File: config.mk
export PLATFORM = sky130hd
export DESIGN_NAME = countdown_ctrl
export DESIGN_NICKNAME = d
export VERILOG_FILES = /design/src/rtl/countdown_ctrl.sv
export SDC_FILE = /design/constraint.sdc
export NUM_CORES = 1
export LEC_CHECK = 0
export ABC_CLOCK_PERIOD_IN_PS = 2000
export CAP_MARGIN = 20
export CORE_ASPECT_RATIO = 0.75
export CORE_MARGIN = 5
export CORE_UTILIZATION = 40
export CTS_CLUSTER_SIZE = 8
export DETAILED_ROUTE_END_ITERATION = 8
export PLACE_DENSITY_LB_ADDON = 0.25
export SLEW_MARGIN = 20
export SYNTH_ARGS = -nofsm -noshare
export SYNTH_HDL_FRONTEND = slang
export SYNTH_SLANG_ARGS = --single-unit
File: constraint.sdc
create_clock -name clock -period 2 [get_ports clock]
set_input_delay 0.4 -clock clock [delete_from_list [all_inputs] [get_ports clock]]
set_output_delay 0.4 -clock clock [all_outputs]
set_load 0.03 [all_outputs]
File: src/rtl/countdown_ctrl.sv
// -----------------------------------------------------------------------------
// countdown_ctrl
//   Sequences the two-digit BCD countdown (tens + units) of the timer datapath.
//   A preset is loaded and clamped to legal BCD digits. Once started, the count
//   decrements once per prescaled tick, with a borrow from units into tens.
//   The countdown can be paused, resumed or stopped, and it flags the 00 end
//   condition.
//
// Parameters
//   CLK_DIV   clock cycles per countdown tick (>= 2)
//   TENS_MAX  highest legal tens digit (0..9)
//
// Ports
//   clock         in   1  system clock, rising edge
//   reset_n       in   1  synchronous reset, active-low
//   load          in   1  pulse: capture preset_* digits (IDLE/DONE only)
//   start         in   1  pulse: start countdown / resume from pause
//   pause         in   1  pulse: freeze countdown
//   stop          in   1  pulse: abort, clear to 00
//   preset_units  in   4  BCD units preset
//   preset_tens   in   4  BCD tens preset
//   bcd_units     out  4  current units digit
//   bcd_tens      out  4  current tens digit
//   running       out  1  high in RUN
//   paused        out  1  high in PAUSE
//   done          out  1  one-cycle pulse when the count reaches 00 in RUN
//   K_end         out  1  level: count == 00 (combinational)
// -----------------------------------------------------------------------------
module countdown_ctrl #(
   parameter int unsigned CLK_DIV  = 50_000_000,
   parameter int unsigned TENS_MAX = 1
) (
   input  logic       clock,
   input  logic       reset_n,
   input  logic       load,
   input  logic       start,
   input  logic       pause,
   input  logic       stop,
   input  logic [3:0] preset_units,
   input  logic [3:0] preset_tens,
   output logic [3:0] bcd_units,
   output logic [3:0] bcd_tens,
   output logic       running,
   output logic       paused,
   output logic       done,
   output logic       K_end
);

   localparam int unsigned   PW         = $clog2(CLK_DIV);
   localparam logic [PW-1:0] PRESC_LAST = PW'(CLK_DIV - 1);
   localparam logic [3:0]    TENS_LIM   = 4'(TENS_MAX);

   typedef enum logic [1:0] {
      IDLE,
      RUN,
      PAUSE,
      DONE
   } state_e;

   state_e        state_q, state_d;
   logic [3:0]    units_q, units_d;
   logic [3:0]    tens_q,  tens_d;
   logic [PW-1:0] presc_q, presc_d;
   logic          running_q, running_d;
   logic          paused_q,  paused_d;
   logic          done_q,    done_d;

   logic [3:0] load_units, load_tens;
   logic [3:0] dec_units,  dec_tens;
   logic       count_zero, dec_zero, tick;

   // Each preset digit is clamped to its own legal maximum.
   assign load_units = (preset_units > 4'd9)   ? 4'd9     : preset_units;
   assign load_tens  = (preset_tens  > TENS_LIM) ? TENS_LIM : preset_tens;

   assign count_zero = (units_q == 4'd0) && (tens_q == 4'd0);

   // A decrement from 00 cannot occur: RUN is only entered with a non-zero
   // count, and it is left for DONE as soon as the count reaches 00.
   assign dec_units = (units_q == 4'd0) ? 4'd9 : units_q - 4'd1;
   assign dec_tens  = (units_q == 4'd0) ? tens_q - 4'd1 : tens_q;
   assign dec_zero  = (dec_units == 4'd0) && (dec_tens == 4'd0);

   assign tick = (state_q == RUN) && (presc_q == PRESC_LAST);

   always_comb begin
      state_d = state_q;
      units_d = units_q;
      tens_d  = tens_q;
      presc_d = presc_q;
      done_d  = 1'b0;

      unique case (state_q)
         IDLE: begin
            // A stop pulse in IDLE does not change anything, but it still
            // masks a load or a start in the same cycle.
            if (!stop) begin
               if (load) begin
                  units_d = load_units;
                  tens_d  = load_tens;
               end else if (start && !count_zero) begin
                  state_d = RUN;
                  presc_d = '0;
               end
            end
         end

         RUN: begin
            if (stop) begin
               state_d = IDLE;
               units_d = '0;
               tens_d  = '0;
               presc_d = '0;
            end else begin
               // The prescaler advances on every RUN cycle. This includes the
               // cycle in which a pause arrives, so a resume continues
               // exactly where the partial tick stopped.
               if (tick) begin
                  units_d = dec_units;
                  tens_d  = dec_tens;
                  presc_d = '0;
               end else begin
                  presc_d = presc_q + PW'(1);
               end
               if (tick && dec_zero) begin
                  state_d = DONE;
                  done_d  = 1'b1;
               end else if (pause) begin
                  state_d = PAUSE;
               end
            end
         end

         PAUSE: begin
            if (stop) begin
               state_d = IDLE;
               units_d = '0;
               tens_d  = '0;
               presc_d = '0;
            end else if (start) begin
               state_d = RUN;
            end
         end

         DONE: begin
            if (stop) begin
               state_d = IDLE;
               units_d = '0;
               tens_d  = '0;
               presc_d = '0;
            end else if (load) begin
               state_d = IDLE;
               units_d = load_units;
               tens_d  = load_tens;
            end
         end

         default: begin
            state_d = IDLE;
         end
      endcase

      running_d = (state_d == RUN);
      paused_d  = (state_d == PAUSE);
   end

   always_ff @(posedge clock) begin
      if (!reset_n) begin
         state_q   <= IDLE;
         units_q   <= '0;
         tens_q    <= '0;
         presc_q   <= '0;
         running_q <= 1'b0;
         paused_q  <= 1'b0;
         done_q    <= 1'b0;
      end else begin
         state_q   <= state_d;
         units_q   <= units_d;
         tens_q    <= tens_d;
         presc_q   <= presc_d;
         running_q <= running_d;
         paused_q  <= paused_d;
         done_q    <= done_d;
      end
   end

   assign bcd_units = units_q;
   assign bcd_tens  = tens_q;
   assign running   = running_q;
   assign paused    = paused_q;
   assign done      = done_q;
   assign K_end     = count_zero;

endmodule

## Word-level counts from Yosys, hierarchy flattened

Index checks and enable logic that the tools add are counted.

- Register bits: 39
- Input port bits: 14
- Output and inout port bits: 12
- Logic and storage cells: 77

- $add $sub $neg: 3
- $lt $le $gt $ge: 2
- Equal/unequal tests: 12
- Muxes and demuxes: 36
- Bitwise operators: 2
- Reduce and logical (&&, ||, !) cells: 15

Operator list:

| operator | count |
|---|---|
| two-way mux 26 bit | 6 |
| one-hot mux 26 bit (3 select lines) | 1 |
| two-way mux 4 bit | 15 |
| one-hot mux 4 bit (4 select lines) | 2 |
| adder 26 x 1 -> 26 bit (second input constant) | 1 |
| == test 26 bit (second input constant) | 1 |
| two-way mux 2 bit | 10 |
| logical NOT 4 bit | 4 |
| inequality test 2 bit (second input constant) | 4 |
| one-hot mux 2 bit (4 select lines) | 1 |
| subtractor 4 x 1 -> 4 bit (second input constant) | 2 |
| == test 2 bit (second input constant) | 3 |
| logical AND 1 bit | 5 |
| == test 2 x 1 -> 1 bit (second input constant) | 2 |
| greater-than comparator 4 x 1 -> 1 bit (second input constant) | 1 |
| greater-than comparator 4 bit (second input constant) | 1 |
| AND reduction 4 bit | 1 |
| inequality test 3 bit (second input constant) | 1 |
| AND reduction 3 bit | 1 |
| OR reduction 3 bit | 1 |
| logical NOT 2 bit | 1 |
| inequality test 2 x 1 -> 1 bit (second input constant) | 1 |
| NOT 1 bit | 2 |
| OR reduction 2 bit | 1 |
| other kinds (2) | 2 |

## Logic depth before layout (Yosys ltp)

- Word-level depth: 9
- Depth in mapped cells: 8
- Gate-level depth less buffers: 7

## Least setup slack after synthesis

No wires, ideal clock.

- Path kind: reg-to-reg
- Start: register tens_q[0], in the netlist bcd_tens[0]
- End: register presc_q[20]
- Library setup time: 0.117 ns
- Data arrival time: 2.031 ns
- Required time: 1.883 ns
- Setup slack: -0.148 ns
- Cell stages (with the launch flop): 8
- Buffers on the path: 0
- Period minus slack after synthesis: 2.148 ns
- Cell sequence: dfxtp_1 -> inv_1 -> ha_1 -> a311o_2 -> a2111oi_4 -> nand3_1 -> xor2_1 -> nor2_2

- Longest elaborated chain between the ends: 6

Ends and longest elaborated chain:

| what | line | text |
|---|---|---|
| from (decl) | 62 | `logic [3:0] tens_q, tens_d;` |
| from (signal assigned) | 179 | `tens_q <= tens_d;` |
| logical NOT 4 bit | 76 | `assign count_zero = (units_q == 4'd0) && (tens_q == 4'd0);` |
| logical AND 1 bit | 76 |  |
| logical NOT 1 bit | 101 | `end else if (start && !count_zero) begin` |
| logical AND 1 bit | 101 |  |
| inequality test 2 bit (no source line) | - |  |
| AND reduction 4 bit (no source line) | - |  |
| to (signal assigned) | 180 | `presc_q <= presc_d;` |
| to (decl) | 63 | `logic [PW-1:0] presc_q, presc_d;` |

No other way between the ends.
A chain may end at the register's enable or synchronous reset.

## Worst setup path after layout

- Start: register units_q[2], in the netlist bcd_units[2]
- End: output port bcd_units[2]

RTL lines:

| what | line | text |
|---|---|---|
| from (decl) | 61 | `logic [3:0] units_q, units_d;` |
| from (signal assigned) | 178 | `units_q <= units_d;` |
| to (decl) | 41 | `output logic [3:0] bcd_units,` |

No word-level cell between the ends.

==> reports/metrics.cfg <==
[outcome]
status=completed

[die]
fp.dieW_um=96.2
initial_utilization_pct=41.4
die_h_um=74.7
rows=23
die_area_um2=7180
io_pins=26
core_area_um2=5380

[yosys]
synth_top_area_share_pct=35.0
yosysMostFrequentCell=nor2_1
synth_top_cells_by_count=nor2_1 (41), dfxtp_1 (39), nand2_1 (17), a21oi_1 (16), xor2_1 (15)
yosys-top-cells-area=dfxtp_1 (35%), nor2_1 (6.9%), xor2_1 (5.9%)
synthFlopType=dfxtp_1
synth_edf_count=0
async_flop_share_pct=0
synth_warnings=0
synth_top_cell_by_area=dfxtp_1
synth_cell_types=58
syn_area_um2=2230
synth.yosys.seq_area_share_pct=35.0
synth_cells=269
avgSynthCellArea_um2=8.29
ys_seq_elements=39
synth_nets=286

[critical_path]
worst_r2r_endpoint=presc_q[13]
start_kind=register
path_max_fanout=6
rrSetupSlack_ns=0.10
arrival_ns=1.52
ff2ff_path_depth=9
cp_data_required_time_ns=1.60
timing.rr.start=bcd_tens[1]
path_class=register to output pin
crit_path_end_kind=output pin

[cts]
clk_latency_ns=0.29
clockBufferDepth=2
cts.clk_slew.worst_paths_ns=0.08
cts_made_buffers=5
hold_buffers=0
cts_sinks=39
clockRootBuffer=clkbuf_8
htree_levels=2
cts_tree=done

[layout]
antenna_cells=0
utilization_pct=59.5
nets=366
layout-drive-gt1-share_pct=29.7
area_growth_pct=43.5

[route]
routed_wl_mm=5.58
ant_nets=0
viasPerCell=5.04
routedWlPerCell_um=13.1
firstDrtPassIters=4
drt_iter0_drc=129
num_vias=2144
route.detailed.drc=0

[hold_path]
holdCritPathClass=register to register
holdPathEnd=presc_q[15]
hold_start=presc_q[15]
hold_depth=2

[placed_design]
hpwl_mm=4.23
gp_congestion=0.907
io_buffers=25

[sta]
drv_slew=0
setup_tns_ns=0
slew_headroom_pct=68.2
hold_violations=0
fmax_mhz=522
worst_clock_skew_ns=0.00482
min_period_ns=1.92
final-setup-viol-count=0
fin_crit_sh_pct=95.9
tightest_slew_ns=0.477

[global_route]
grtUsageTotal_pct=16.8
antenna_found_initial=0
grt_overflow=0
grt_pass1_wl_mm=9.39
grt_start_max_net_pins=19
first_global_vias=1982

[pwr]
leakagePower_nw=1.26
power_density_nw_per_um2=540
peakVddDrop_v=0.000314
total_power_w=0.00173

[job]
maxCapViolations=0

-- per-stage QoR --
stage	std cells	cell area (µm²)	setup WS [ns]	hold slack, ns
after floorplan	269	2230	0.00390	0.476
after CTS	420	3050	0.00386	0.512
after global routing	425	3200	-0.0297	0.548
after detailed placement	410	2930	-0.354	0.498
final	425	3200	0.0828	0.510
after global placement	410	2930	-0.314	0.499
-- repair_timing --
item / CTS / global route
pin swaps: 1 / 12
setup buffers: 2 / 5
setup endpoints to repair: 4 / 17
resized for setup: 0 / 24
-- worst max-delay path by stage --
stage	from	endpoint	slack (ns)	depth (start not counted)
after global routing	presc_q[18]	bcd_tens[2]	-0.03	8
after floorplan	bcd_tens[0]	presc_q[20]	0.004	7
after global placement	load	presc_q[20]	-0.31	7
after CTS	load	presc_q[23]	0.004	9
final	bcd_units[2]	bcd_units[2]	0.08	2
after detailed placement	load	presc_q[20]	-0.35	7
-- layout by cell type (no fill, tap or decap), types with 3 or more instances in the layout --
cell type        netlist  final
buf_4                  2     56
nor2_1                41     41
dfxtp_1               39     31
clkdlybuf4s50_1        0     21
nand2_1               17     17
a21oi_1               16     15
xor2_1                15     15
nand4_1               10     10
nand3_1               10     10
inv_1                  8      8
o21ai_0                8      8
xnor2_1                8      8
dfxtp_2                0      8
clkbuf_8               0      7
and3_1                 7      6
nand2b_1               6      5
nor3_1                 5      4
and2_1                 4      4
and4_1                 3      3
nand3b_1               3      3
nor2_2                 3      3
nor4_1                 6      3
or3_1                  3      3
nor3b_1                3      3
dlymetal6s2s_1         0      3
-- flip-flops by register name (all words and copies together), names as in the netlist --
signal	count
bcd_units	4
running	1
bcd_tens	4
paused	1
state_q	2
done	1
presc_q	26
-- logic make-up (layout without fill, tap and decap cells) --
| group | Yosys count | count (layout) | share of synthesized area, % |
|---|---|---|---|
| AND/OR/NAND/NOR | 134 | 134 | 32.9 |
| flip-flops | 39 | 39 | 35.0 |
| XOR/XNOR | 23 | 23 | 9.04 |
| AO/OA/AOI/OAI | 48 | 48 | 15.9 |
| multiplexers | 3 | 3 | 1.40 |
| buffers and inverters | 19 | 100 | 4.10 |
| adder cells (fa/ha/maj) | 3 | 3 | 1.68 |
-- worst max-delay path, cell delays in order (launching register included) --
cell	delay, ns
dfxtp_1	0.39
buf_4	0.16
clkdlybuf4s50_1	0.67
-- layout make-up --
type	count	area (µm²)
clock buffers	7	96.3
inverters	8	30.0
flip-flops and latches	39	791
clock inverters	1	7.51
repair buffers	84	731
multi-input cells	211	1450
well taps	75	93.8
fillers	487	2180
-- layer usage --
layer  GRT usage [%]  wire length (µm)  up-vias
li1                -                 -     1120
met1            25.7              2980      971
met2            23.2              2280       45
met3            3.90               257        8
met4            5.21                70        0
met5               0                 0        -
-- where the power goes --
group	internal, W	switching [W]
Sequential	0.000788	0.0000113
Combinational	0.000164	0.000167
Clock	0.000314	0.000284
No activity file was read; power rests on OpenSTA's default activity.
